[config.mk]
export PLATFORM = sky130hd
export DESIGN_NAME = blockram_arbiter_flat
export DESIGN_NICKNAME = d
export VERILOG_FILES = /design/src/rtl/blockram_arbiter_if.sv /design/src/rtl/blockram_arbiter.sv /design/src/flat_wrapper.sv
export SDC_FILE = /design/constraint.sdc
export NUM_CORES = 1
export LEC_CHECK = 0
export ABC_AREA = 0
export BUFFER_PORTS_ARGS = -buffer_cell sky130_fd_sc_hd__buf_2
export CAP_MARGIN = 20
export CORE_AREA = 3 3 118 120
export DETAILED_ROUTE_END_ITERATION = 16
export DIE_AREA = 0 0 121 123
export SYNTH_ARGS = -nofsm -noshare
export SYNTH_HDL_FRONTEND = slang
export SYNTH_SLANG_ARGS = --single-unit
[constraint.sdc]
create_clock -name clk -period 2.7 [get_ports clk]
set_input_delay 0.135 -clock clk [delete_from_list [all_inputs] [get_ports clk]]
set_output_delay 0.135 -clock clk [all_outputs]
set_load 0.005 [all_outputs]
[src/rtl/blockram_arbiter_if.sv]
// Bus bundle between the two RAM requesters, the arbiter and the single-port blockram.
// The arbiter connects through the slave modport; the requesters and the RAM use the master modport.
interface blockram_arbiter_if #(
  parameter int ADDR_W = 32
);
  logic              p0_req;
  logic              p0_we;
  logic [3:0]        p0_be;
  logic [ADDR_W-1:0] p0_addr;
  logic [31:0]       p0_wdata;
  logic              p0_gnt;
  logic              p0_rvalid;
  logic [31:0]       p0_rdata;

  logic              p1_req;
  logic              p1_we;
  logic [3:0]        p1_be;
  logic [ADDR_W-1:0] p1_addr;
  logic [31:0]       p1_wdata;
  logic              p1_gnt;
  logic              p1_rvalid;
  logic [31:0]       p1_rdata;

  logic [ADDR_W-1:0] ram_addr;
  logic [3:0]        ram_be;
  logic [31:0]       ram_wdata;
  logic              ram_we;
  logic [31:0]       ram_rdata;

  modport slave (
    input  p0_req, p0_we, p0_be, p0_addr, p0_wdata,
    output p0_gnt, p0_rvalid, p0_rdata,
    input  p1_req, p1_we, p1_be, p1_addr, p1_wdata,
    output p1_gnt, p1_rvalid, p1_rdata,
    output ram_addr, ram_be, ram_wdata, ram_we,
    input  ram_rdata
  );

  modport master (
    output p0_req, p0_we, p0_be, p0_addr, p0_wdata,
    input  p0_gnt, p0_rvalid, p0_rdata,
    output p1_req, p1_we, p1_be, p1_addr, p1_wdata,
    input  p1_gnt, p1_rvalid, p1_rdata,
    input  ram_addr, ram_be, ram_wdata, ram_we,
    output ram_rdata
  );
endinterface

[src/rtl/blockram_arbiter.sv]
// Two-port fixed-priority arbiter (CPU first) for the single-port data blockram, with a
// starvation counter for port 1. Optional saturating statistics counters under ARB_STATS_EN.
module blockram_arbiter #(
  parameter int ADDR_W       = 32,
  parameter int STARVE_LIMIT = 8,
  parameter int CNT_W        = 8
) (
  input  logic                 clk,
  input  logic                 resetn,
  blockram_arbiter_if.slave    bus
`ifdef ARB_STATS_EN
  ,
  output logic [15:0]          stat_p0_grants,
  output logic [15:0]          stat_p1_grants,
  output logic [15:0]          stat_conflicts
`endif
);

  localparam logic [CNT_W-1:0] LIMIT_C = CNT_W'(STARVE_LIMIT);

  typedef enum logic [1:0] {
    OWN_NONE = 2'd0,
    OWN_P0   = 2'd1,
    OWN_P1   = 2'd2
  } rd_owner_t;

  logic             gnt0_s;
  logic             gnt1_s;
  logic [CNT_W-1:0] starve_cnt_r;
  rd_owner_t        rd_owner_r;
  rd_owner_t        rd_owner_next_s;

  function automatic logic [15:0] sat_inc16(input logic [15:0] val, input logic en);
    if (en && (val != 16'hFFFF)) begin
      return val + 16'd1;
    end else begin
      return val;
    end
  endfunction

  // Grant decision; port 1 only wins a conflict once it has waited STARVE_LIMIT cycles.
  always_comb begin
    gnt0_s = 1'b0;
    gnt1_s = 1'b0;
    if (!resetn) begin
      gnt0_s = 1'b0;
      gnt1_s = 1'b0;
    end else if (bus.p0_req && bus.p1_req) begin
      if (starve_cnt_r == LIMIT_C) begin
        gnt1_s = 1'b1;
      end else begin
        gnt0_s = 1'b1;
      end
    end else if (bus.p0_req) begin
      gnt0_s = 1'b1;
    end else if (bus.p1_req) begin
      gnt1_s = 1'b1;
    end else begin
      gnt0_s = 1'b0;
      gnt1_s = 1'b0;
    end
  end

  assign bus.p0_gnt    = gnt0_s;
  assign bus.p1_gnt    = gnt1_s;
  assign bus.ram_addr  = gnt1_s ? bus.p1_addr  : bus.p0_addr;
  assign bus.ram_be    = gnt1_s ? bus.p1_be    : bus.p0_be;
  assign bus.ram_wdata = gnt1_s ? bus.p1_wdata : bus.p0_wdata;
  assign bus.ram_we    = (gnt0_s & bus.p0_we) | (gnt1_s & bus.p1_we);
  assign bus.p0_rdata  = bus.ram_rdata;
  assign bus.p1_rdata  = bus.ram_rdata;

  // Starvation counter: counts consecutive denied port-1 cycles, saturating at the limit.
  always_ff @(posedge clk or negedge resetn) begin
    if (!resetn) begin
      starve_cnt_r <= {CNT_W{1'b0}};
    end else if (bus.p1_req && !gnt1_s) begin
      if (starve_cnt_r == LIMIT_C) begin
        starve_cnt_r <= starve_cnt_r;
      end else begin
        starve_cnt_r <= starve_cnt_r + {{(CNT_W-1){1'b0}}, 1'b1};
      end
    end else begin
      starve_cnt_r <= {CNT_W{1'b0}};
    end
  end

  // Read-return owner for the following cycle (the RAM has one cycle of read latency).
  always_comb begin
    rd_owner_next_s = OWN_NONE;
    if (gnt0_s && !bus.p0_we) begin
      rd_owner_next_s = OWN_P0;
    end else if (gnt1_s && !bus.p1_we) begin
      rd_owner_next_s = OWN_P1;
    end else begin
      rd_owner_next_s = OWN_NONE;
    end
  end

  // Read-return owner register.
  always_ff @(posedge clk or negedge resetn) begin
    if (!resetn) begin
      rd_owner_r <= OWN_NONE;
    end else begin
      rd_owner_r <= rd_owner_next_s;
    end
  end

  // Decode owner into per-port rvalid.
  always_comb begin
    bus.p0_rvalid = 1'b0;
    bus.p1_rvalid = 1'b0;
    case (rd_owner_r)
      OWN_P0:   bus.p0_rvalid = 1'b1;
      OWN_P1:   bus.p1_rvalid = 1'b1;
      OWN_NONE: bus.p0_rvalid = 1'b0;
      default:  bus.p1_rvalid = 1'b0;
    endcase
  end

`ifdef ARB_STATS_EN
  // Saturating grant and conflict statistics for the debug/LED logic.
  always_ff @(posedge clk or negedge resetn) begin
    if (!resetn) begin
      stat_p0_grants <= 16'd0;
      stat_p1_grants <= 16'd0;
      stat_conflicts <= 16'd0;
    end else begin
      stat_p0_grants <= sat_inc16(stat_p0_grants, gnt0_s);
      stat_p1_grants <= sat_inc16(stat_p1_grants, gnt1_s);
      stat_conflicts <= sat_inc16(stat_conflicts, bus.p0_req & bus.p1_req);
    end
  end
`endif

endmodule

[src/flat_wrapper.sv]
// flat-port wrapper written by rule: the top's interface ports become plain ports
module blockram_arbiter_flat 
#(
  parameter int ADDR_W       = 32,
  parameter int STARVE_LIMIT = 8,
  parameter int CNT_W        = 8
)
  (clk, resetn, bus_p0_req, bus_p0_we, bus_p0_be, bus_p0_addr, bus_p0_wdata, bus_p0_gnt, bus_p0_rvalid, bus_p0_rdata, bus_p1_req, bus_p1_we, bus_p1_be, bus_p1_addr, bus_p1_wdata, bus_p1_gnt, bus_p1_rvalid, bus_p1_rdata, bus_ram_addr, bus_ram_be, bus_ram_wdata, bus_ram_we, bus_ram_rdata);
  blockram_arbiter_if #(.ADDR_W(ADDR_W)) bus_i ();
  input  logic clk;
  input  logic resetn;
  input wire logic [$bits(bus_i.p0_req)-1:0] bus_p0_req;
  input wire logic [$bits(bus_i.p0_we)-1:0] bus_p0_we;
  input wire logic [$bits(bus_i.p0_be)-1:0] bus_p0_be;
  input wire logic [$bits(bus_i.p0_addr)-1:0] bus_p0_addr;
  input wire logic [$bits(bus_i.p0_wdata)-1:0] bus_p0_wdata;
  output wire logic [$bits(bus_i.p0_gnt)-1:0] bus_p0_gnt;
  output wire logic [$bits(bus_i.p0_rvalid)-1:0] bus_p0_rvalid;
  output wire logic [$bits(bus_i.p0_rdata)-1:0] bus_p0_rdata;
  input wire logic [$bits(bus_i.p1_req)-1:0] bus_p1_req;
  input wire logic [$bits(bus_i.p1_we)-1:0] bus_p1_we;
  input wire logic [$bits(bus_i.p1_be)-1:0] bus_p1_be;
  input wire logic [$bits(bus_i.p1_addr)-1:0] bus_p1_addr;
  input wire logic [$bits(bus_i.p1_wdata)-1:0] bus_p1_wdata;
  output wire logic [$bits(bus_i.p1_gnt)-1:0] bus_p1_gnt;
  output wire logic [$bits(bus_i.p1_rvalid)-1:0] bus_p1_rvalid;
  output wire logic [$bits(bus_i.p1_rdata)-1:0] bus_p1_rdata;
  output wire logic [$bits(bus_i.ram_addr)-1:0] bus_ram_addr;
  output wire logic [$bits(bus_i.ram_be)-1:0] bus_ram_be;
  output wire logic [$bits(bus_i.ram_wdata)-1:0] bus_ram_wdata;
  output wire logic [$bits(bus_i.ram_we)-1:0] bus_ram_we;
  input wire logic [$bits(bus_i.ram_rdata)-1:0] bus_ram_rdata;
  assign bus_i.p0_req = bus_p0_req;
  assign bus_i.p0_we = bus_p0_we;
  assign bus_i.p0_be = bus_p0_be;
  assign bus_i.p0_addr = bus_p0_addr;
  assign bus_i.p0_wdata = bus_p0_wdata;
  assign bus_p0_gnt = bus_i.p0_gnt;
  assign bus_p0_rvalid = bus_i.p0_rvalid;
  assign bus_p0_rdata = bus_i.p0_rdata;
  assign bus_i.p1_req = bus_p1_req;
  assign bus_i.p1_we = bus_p1_we;
  assign bus_i.p1_be = bus_p1_be;
  assign bus_i.p1_addr = bus_p1_addr;
  assign bus_i.p1_wdata = bus_p1_wdata;
  assign bus_p1_gnt = bus_i.p1_gnt;
  assign bus_p1_rvalid = bus_i.p1_rvalid;
  assign bus_p1_rdata = bus_i.p1_rdata;
  assign bus_ram_addr = bus_i.ram_addr;
  assign bus_ram_be = bus_i.ram_be;
  assign bus_ram_wdata = bus_i.ram_wdata;
  assign bus_ram_we = bus_i.ram_we;
  assign bus_i.ram_rdata = bus_ram_rdata;
  blockram_arbiter #(.ADDR_W(ADDR_W), .STARVE_LIMIT(STARVE_LIMIT), .CNT_W(CNT_W)) u_core (.clk(clk), .resetn(resetn), .bus(bus_i));
endmodule
# After elaboration in Yosys (flattened, before gate mapping)
# Index checks and enable logic that the tools add are counted.
dict set report classes {
  n_addsub 1
  eq_ne 4
  mux 18
  bitwise 3
  n_reduce_logical 7
}
# operator n
set ops {}
lappend ops {{$mux 32} 2}
lappend ops {{$mux 8} 2}
lappend ops {{$mux 1} 11}
lappend ops {{$add 8x1->8 const B} 1}
lappend ops {{$eq 8x4->1 const B} 1}
lappend ops {{$logic_and 1x1->1} 4}
lappend ops {{$mux 2} 2}
lappend ops {{$mux 4} 1}
lappend ops {{$logic_not 1->1} 3}
lappend ops {{$and 1x1->1} 2}
lappend ops {{$eq 2x1->1 const B} 1}
lappend ops {{$eq 2x2->1 const B} 1}
lappend ops {{$ne 2x2->1 const B} 1}
lappend ops {{$or 1x1->1} 1}
dict set report word_totals {
  reg_bits 10
  inputBits 174
}

# Depth between registers and ports, before layout
# Gate-level depths: netlist (run 1).
dict set report logic_depth {
  word_depth 7
  ltp_mapped 8
  depth_no_buf 6
}

# Worst setup path after synthesis (run 1)
# OpenSTA, ideal clock, no wires.
dict set report synth_timing {
  path_type {reg2out}
  startpoint {reg u_core.starve_cnt_r[5]}
  endpoint {out bus_ram_addr[0]}
  t_arrival_ns 1.862
  path_slack_ns 0.703
  stages_incl_launch_ff 7
  path_cell_list {dfrtp_1 or4_4 o21ai_2 and3_4 buf_12 buf_12 mux2_4}
}
dict set report synth_via {
  elab_chain_cells 5
}
# item line
set synth_lines {}
lappend synth_lines {{start, declared} blockram_arbiter.sv:29} ;# logic [CNT_W-1:0] starve_cnt_r;
lappend synth_lines {{start signal, assigned} blockram_arbiter.sv:76} ;# starve_cnt_r <= {CNT_W{1'b0}};
lappend synth_lines {{start signal, assigned} blockram_arbiter.sv:79} ;# starve_cnt_r <= starve_cnt_r;
lappend synth_lines {{start signal, assigned} blockram_arbiter.sv:81} ;# starve_cnt_r <= starve_cnt_r + {{(CNT_W-1){1'b0}}, 1'b1};
lappend synth_lines {{$eq 8x4->1} blockram_arbiter.sv:49} ;# if (starve_cnt_r == LIMIT_C) begin
lappend synth_lines {{$mux 1} blockram_arbiter.sv:49}
lappend synth_lines {{$mux 1} blockram_arbiter.sv:48} ;# end else if (bus.p0_req && bus.p1_req) begin
lappend synth_lines {{$mux 1} blockram_arbiter.sv:45} ;# if (!resetn) begin
lappend synth_lines {{$mux 32} blockram_arbiter.sv:66} ;# assign bus.ram_addr = gnt1_s ? bus.p1_addr : bus.p0_addr;
lappend synth_lines {{end, declared} flat_wrapper.sv:28} ;# output wire logic [$bits(bus_i.ram_addr)-1:0] bus_ram_addr;
# Every way passes these cells.

# Worst setup path in the final report (run 1)
dict set report layout_timing {
  startpoint {reg u_core.starve_cnt_r[5]}
  endpoint {out bus_ram_wdata[26]}
}
dict set report layout_via {
  elab_chain_cells 5
}
# item line
set layout_lines {}
lappend layout_lines {{$eq 8x4->1} blockram_arbiter.sv:49}
lappend layout_lines {{$mux 1} blockram_arbiter.sv:49}
lappend layout_lines {{$mux 1} blockram_arbiter.sv:48}
lappend layout_lines {{$mux 1} blockram_arbiter.sv:45}
lappend layout_lines {{$mux 32} blockram_arbiter.sv:68} ;# assign bus.ram_wdata = gnt1_s ? bus.p1_wdata : bus.p0_wdata;
lappend layout_lines {{end, declared} flat_wrapper.sv:30} ;# output wire logic [$bits(bus_i.ram_wdata)-1:0] bus_ram_wdata;
# Every way passes these cells.

==> flow_summary_export.csv, run 1 <==
group,metric,value,unit
sta,drv_slew,0,
layout,fin_cells,536,
synth,avgSynthCellArea,11.1,um^2
place,finalWeightedCongestion,0.760,
synth,synth_cells,199,
place,dp_cells,522,
cts,cts_buffers,3,
cts,tritoncts,"done",
cts,cts_num_sinks,10,
pwr,pwr-share-comb,47.3,%
hold_path,hp-class,"in -> reg",
pwr,p_seq_share,18.7,%
cts,cts_root_buffer,"clkbuf_16",
pwr,p_clk_share,33.9,%
synth,synth_edf_count,0,
sta,fin_crit_sh,94.5,%
layout,drive_gt1_share,84.4,%
sta,tightest_slew,346,ps
job,maxCapViolations,0,
sta,layout_min_cycle_time,2550,ps
sta,setup-tns-final,0,ps
synth,synthDistinctLibCells,25,
cts,cts_buffer_depth,2,
worst_setup_path,worstSetupStartpointType,"flop",
global_routing,grt_usage,10.9,%
worst_setup_path,cp_max_fo,25,
sta,setup_slack,149,ps
outcome,status,"completed",
cts,cts_resized,0,
pwr,power.internal,0.000628,W
pwr,power,0.000858,W
routing,drt_iter0_markers,76,
global_routing,grt_max_degree,26,
layout,final-seq-area,250,um^2
routing,viasPerCell,3.77,
synth,synth_top_area_cell,"mux2_4",
synth,synth_seq_area_share,11.3,%
hold_path,min_from,"bus_p1_we",
cts,clk_pin_slew,40,ps
worst_setup_path,r2r_end,"u_core.rd_owner_r[1]",
worst_setup_path,crit_required,2570,ps
global_routing,overflow,0,
worst_setup_path,crit_start,"u_core.starve_cnt_r[5]",
global_routing,antenna_found_initial,0,
layout,multi_input_area,0.00131,mm^2
cts,clk_latency,240,ps
pwr,p_sw_share,26.8,%
floorplan,core_area,0.0131,mm^2
worst_setup_path,end_kind,"output port",
worst_setup_path,rrSetupSlack,810,ps
pwr,ir_drop,0.000153,V
routing,drtPass1Iterations,4,
synth,synth_top_area_share,46.1,%
worst_setup_path,r2r_cells,5,
worst_setup_path,cp.arrival,2420,ps
synth,synth_seq_cells,10,
pwr,switching_power,0.000230,W
floorplan,die-area,0.0149,mm^2
place,post-place-ws,302,ps
routing,vias,2023,
layout,final_nets,535,
pwr,p_leak,1.71,nW
worst_setup_path,reg2reg_from,"u_core.starve_cnt_r[5]",
cts,h-tree-depth,1,
place,io_buffers,214,
synth,synth_area_leaders,"mux2_4 46%, buf_4 22%, dfrtp_1 11%",
sta,fmax,392,MHz
synth,ys.flop_type,"dfrtp_1",
sta,finalSetupViolCount,0,
layout,num-fill-cells,1413,
synth,synth_area,0.00222,mm^2
hold_path,whs_path_depth,2,
routing,wl_per_cell,17.1,um
worst_setup_path,worst-setup-path-type,"reg -> out",
pwr,p_per_area,278,mW/mm^2
layout,area_growth,39.4,%
global_routing,grt_pass1_wl,12100,um
routing,ant_nets,0,
hold_path,min_to,"u_core.rd_owner_r[1]",
floorplan,die_h,123,um
place,dpl.hpwl,8070,um
routing,routed_wirelength,9190,um
synth,yosysWarnings,0,
routing,drc,0,
sta,rsz0062_at_grt,"no",
synth,asyncSetResetFlopFracSynth,100,%
sta,hold_viol_final,0,
floorplan,fp-row-count,42,
sta,max_slew_margin,76.9,%
sta,skew,2.29,ps
floorplan,die_w,121,um
global_routing,grt_pass1_vias,2007,
floorplan,io_pins,311,
floorplan,start_util,16.9,%
synth,synth.net_count,375,
metrics by stage:
stage | util [%] | cell area (um^2) | hold slack [ps]
after CTS | 23.2 | 3030 | 84.0
after global placement | 22.4 | 2930 | 44.2
after global routing | 23.6 | 3080 | 80.4
after floorplan | - | 2220 | -161
after detailed placement | 22.4 | 2930 | 47.7
final | 23.6 | 3090 | 85.8
kinds of logic (layout without fill, tap and decap cells):
| kind of cell | count (synthesis) | count (layout) | synth area share [%] |
|---|---|---|---|
| buffers and inverters | 77 | 236 | 29.8 |
| muxes | 68 | 68 | 46.1 |
| and+or+nand+nor | 29 | 29 | 7.28 |
| DFF | 10 | 10 | 11.3 |
| AOI/OAI and AO/OA | 7 | 7 | 2.03 |
| xor gates and xnor gates | 6 | 6 | 2.37 |
| adders and majority gates | 2 | 2 | 1.13 |
| other | 0 | 2 | 0 |
layout make-up:
cell class                      count  share of cell area, %
Tap cell                          176                   7.13
Multi-Input combinational cell    112                   42.3
Timing Repair Buffer              228                   39.0
Antenna cell                        2                  0.162
Clock buffer                        4                   2.88
Inverter                            4                  0.486
Sequential cell                    10                   8.10
registers in the layout, summed over array words and instances (netlist names):
signal               count
u_core.rd_owner_r        2
u_core.starve_cnt_r      8
Yosys cell counts (2+ instances only):
| library cell | instances |
|---|---|
| nand4_1 | 2 |
| and3_1 | 2 |
| nor2_1 | 8 |
| o21ai_0 | 3 |
| inv_1 | 4 |
| buf_12 | 8 |
| nor2b_1 | 3 |
| mux2_4 | 68 |
| dfrtp_1 | 10 |
| buf_4 | 64 |
| nand3_1 | 7 |
| xor2_1 | 5 |
| ha_1 | 2 |
| o211ai_1 | 2 |
critical path: stages, from the launching register on:
cell     delay (ps)
dfrtp_1         410
or4_4           550
o21ai_2         160
and3_4          330
buf_12          240
mux2_4          330
buf_2           130
timing repair:
action	CTS	global route
endpoints found under the hold margin	10	0
hold buffers	1	0
buffers inserted	0	7
endpoints found under the setup margin	0	11
layout by cell type (no fill, tap or decap), types with 2 or more instances in the layout:
| cell | n |
|---|---|
| and3_1 | 2 |
| diode_2 | 2 |
| o21ai_0 | 3 |
| mux2_4 | 68 |
| dfrtp_1 | 10 |
| o211ai_1 | 2 |
| buf_12 | 2 |
| buf_2 | 214 |
| nor2b_1 | 3 |
| clkbuf_16 | 3 |
| ha_1 | 2 |
| nor2_1 | 8 |
| nand4_1 | 2 |
| nand3_1 | 7 |
| xor2_1 | 5 |
| inv_1 | 4 |
| buf_4 | 11 |
metal layers:
metal / GRT usage, % / wire length [um] / up-vias
met5: 0 / 0 / -
met4: 1.27 / 32 / 0
met3: 5.44 / 1270 / 5
met2: 16.2 / 3970 / 173
met1: 14.8 / 3920 / 902
li1: - / - / 943
power by group through the flow:
stage	clock, W	combinational, W	sequential [W]
3_3_place_gp	0	0.000405	0.000163
4_1_cts	0.000297	0.000411	0.000161
5_1_grt	0.000312	0.000445	0.000162
3_5_place_dp	0	0.000407	0.000163
6_report	0.000291	0.000406	0.000161
2_1_floorplan	0	0.000269	0.000161
worst max path at each step:
stage | endpoint | slack [ps] | cells after the start
6_report | bus_ram_wdata[26] | 150 | 6
5_1_grt | bus_ram_wdata[26] | 50 | 6
4_1_cts | bus_ram_wdata[30] | 50 | 6
3_5_place_dp | bus_ram_wdata[30] | 300 | 6
3_3_place_gp | bus_ram_wdata[26] | 320 | 6
2_1_floorplan | bus_ram_addr[0] | 700 | 6
No activity file was read; power rests on OpenSTA's default activity.
==> run 2: changes to the inputs <==
--- a/config.mk
+++ b/config.mk
@@ -8,9 +8,9 @@
 export ABC_AREA = 0
 export BUFFER_PORTS_ARGS = -buffer_cell sky130_fd_sc_hd__buf_2
 export CAP_MARGIN = 20
-export CORE_AREA = 3 3 118 120
+export CORE_AREA = 10 10 112 114
 export DETAILED_ROUTE_END_ITERATION = 16
-export DIE_AREA = 0 0 121 123
+export DIE_AREA = 0 0 122 124
 export SYNTH_ARGS = -nofsm -noshare
 export SYNTH_HDL_FRONTEND = slang
 export SYNTH_SLANG_ARGS = --single-unit
==> run 2 against run 1 <==
Non-clock buffer count decreased by 2. Global-route usage is 0.12 points higher. Via count is 1.2% higher. Combinational power decreased by 2%. First-iteration DRC count grew 38%. Design area is 2.9% lower. Hold slack gained 6.2 ps. Count of clock-buffer cells in the layout did not move. Register-to-register slack improved by 20 ps. Critical path type unchanged. Largest cell class unchanged.
==> flow_summary_export.csv, run 2 (same netlist as run 1, synthesis figures left out) <==
group,metric,value,unit
outcome,status,"completed",
hold_path,whs_path_depth,2,
routing,drc,0,
worst_setup_path,cpLargestDelayFamily,"simple AND/OR/NAND/NOR gates",
worst_setup_path,cp.arrival,2430,ps
cts,cts_root_buffer,"clkbuf_8",
cts,cts_num_sinks,10,
routing,vias,2048,
global_routing,overflow,0,
place,finalWeightedCongestion,0.949,
layout,final_common_cell,"buf_2",
layout,largest_register,"u_core.starve_cnt_r",
layout,final_cell_mix,"214 x buf_2, 68 x mux2_4, 10 x dfrtp_1",
sta,finalSetupViolCount,0,
job,maxCapViolations,0,
hold_path,min_to,"u_core.rd_owner_r[1]",
sta,setup_slack,137,ps
worst_setup_path,r2r_end,"u_core.starve_cnt_r[0]",
global_routing,grt_usage,11.1,%
hold_path,min_from,"bus_p1_we",
floorplan,core_area,0.0102,mm^2
place,io_buffers,214,
cts,h-tree-depth,1,
worst_setup_path,rrSetupSlack,830,ps
pwr,ir_drop,0.000182,V
pwr,p_leak,1.69,nW
worst_setup_path,worstSetupStartpointType,"flop",
sta,tightest_slew,383,ps
worst_setup_path,end_kind,"output port",
layout,drive_gt1_share,84.3,%
routing,routed_wirelength,9730,um
cts,cts_buffer_depth,2,
routing,viasPerCell,4.15,
floorplan,die-area,0.0151,mm^2
layout,top_regs,"u_core.starve_cnt_r: 8 flops, u_core.rd_owner_r: 2 flops",
pwr,p_per_area,248,mW/mm^2
floorplan,die_h,124,um
pwr,power.internal,0.000533,W
routing,ant_nets,0,
sta,fmax,390,MHz
worst_setup_path,cp_slowest_cell,"or4_4",
worst_setup_path,cp_max_fo,19,
floorplan,start_util,21.7,%
global_routing,antenna_found_initial,1,
sta,skew,2.54,ps
global_routing,grt_pass1_wl,13300,um
worst_setup_path,crit_buf_inv,2,
place,dpl.hpwl,8650,um
sta,max_slew_margin,74.4,%
pwr,p_seq_share,21.7,%
sta,rsz0062_at_grt,"no",
sta,setup-tns-final,0,ps
floorplan,io_pins,311,
routing,drtPass1Iterations,4,
pwr,switching_power,0.000210,W
layout,area_growth,35.3,%
pwr,p_clk_share,24.6,%
worst_setup_path,cp_cell_sequence,"or4_4 > o21ai_2 > and3_4 > buf_12 > mux2_4 > buf_2",
floorplan,fp-row-count,37,
routing,drt_iter0_markers,105,
layout,final_design_area_no_fill,0.00300,mm^2
cts,tritoncts,"done",
global_routing,grt_max_degree,22,
sta,hold_viol_final,0,
worst_setup_path,reg2reg_from,"u_core.starve_cnt_r[5]",
worst_setup_path,critPathMaxStageDelay,560,ps
pwr,pwr-share-comb,53.7,%
sta,layout_min_cycle_time,2560,ps
layout,largest_reg_flops,8,
routing,wl_per_cell,19.7,um
cts,cts_buffers,3,
worst_setup_path,r2r_cells,4,
place,post-place-ws,271,ps
worst_setup_path,crit_required,2570,ps
hold_path,hp-class,"in -> reg",
pwr,p_sw_share,28.2,%
sta,drv_slew,0,
cts,clk_latency,230,ps
sta,fin_crit_sh,94.9,%
layout,final_nets,533,
place,place_area,0.00287,mm^2
worst_setup_path,worst-setup-path-type,"reg -> out",
floorplan,die_w,122,um
global_routing,grt_pass1_vias,2165,
cts,clk_pin_slew,50,ps
-- run 2: changes by cell type in the layout (fill, tap and decap cells not counted), sizes merged --
cell	change
diode	-1
buf	-2
-- run 2: layout make-up --
type,count,area (um^2)
Fill cell,1070,7230
Multi-Input combinational cell,112,1310
Timing Repair Buffer,226,1200
Sequential cell,10,250
Tap cell,136,170
Clock buffer,4,55.1
Inverter,4,15.0
Antenna cell,1,2.50
-- run 2: routing by layer --
layer	vias to the layer above	wire length (um)	GRT usage (%)
li1	937	-	-
met5	-	13	0
met4	2	14	1.34
met2	197	4370	17.2
met3	4	1620	7.47
met1	908	3700	12.7
-- run 2: timing repair --
action	4_1_cts	5_1_grt
resized for setup	0	0
buffers inserted	0	8
hold endpoints to repair	10	0
endpoints found under the setup margin	0	56
hold buffers	1	0
-- run 2: worst max path at each step --
stage	slack [ps]	startpoint	to	depth (start not counted)
floorplan	700	u_core.starve_cnt_r[5]	bus_ram_addr[0]	6
global placement	310	u_core.starve_cnt_r[5]	bus_ram_addr[8]	6
detailed placement	270	u_core.starve_cnt_r[5]	bus_ram_addr[8]	6
CTS	3	u_core.starve_cnt_r[5]	bus_ram_addr[8]	6
global route	60	u_core.starve_cnt_r[5]	bus_ram_addr[8]	6
finish	140	u_core.starve_cnt_r[5]	bus_ram_addr[8]	6
-- run 2: metrics by stage --
step | instances | total power, W | utilization (%) | hold WS, ps
global placement | 479 | 0.000552 | 28.1 | 40.2
finish | 493 | 0.000742 | 29.3 | 92.1
CTS | 484 | 0.000746 | 28.7 | 89.4
floorplan | 199 | 0.000431 | - | -161
global route | 492 | 0.000788 | 29.3 | 87.1
detailed placement | 479 | 0.000556 | 28.1 | 44.4
-- run 2: power by group through the flow --
stage          Combinational, W  Clock (W)  Sequential (W)
3_5_place_dp           0.000393          0        0.000163
4_1_cts                0.000396   0.000189        0.000161
3_3_place_gp           0.000389          0        0.000163
5_1_grt                0.000429   0.000197        0.000162
2_1_floorplan          0.000269          0        0.000161
6_report               0.000399   0.000183        0.000161
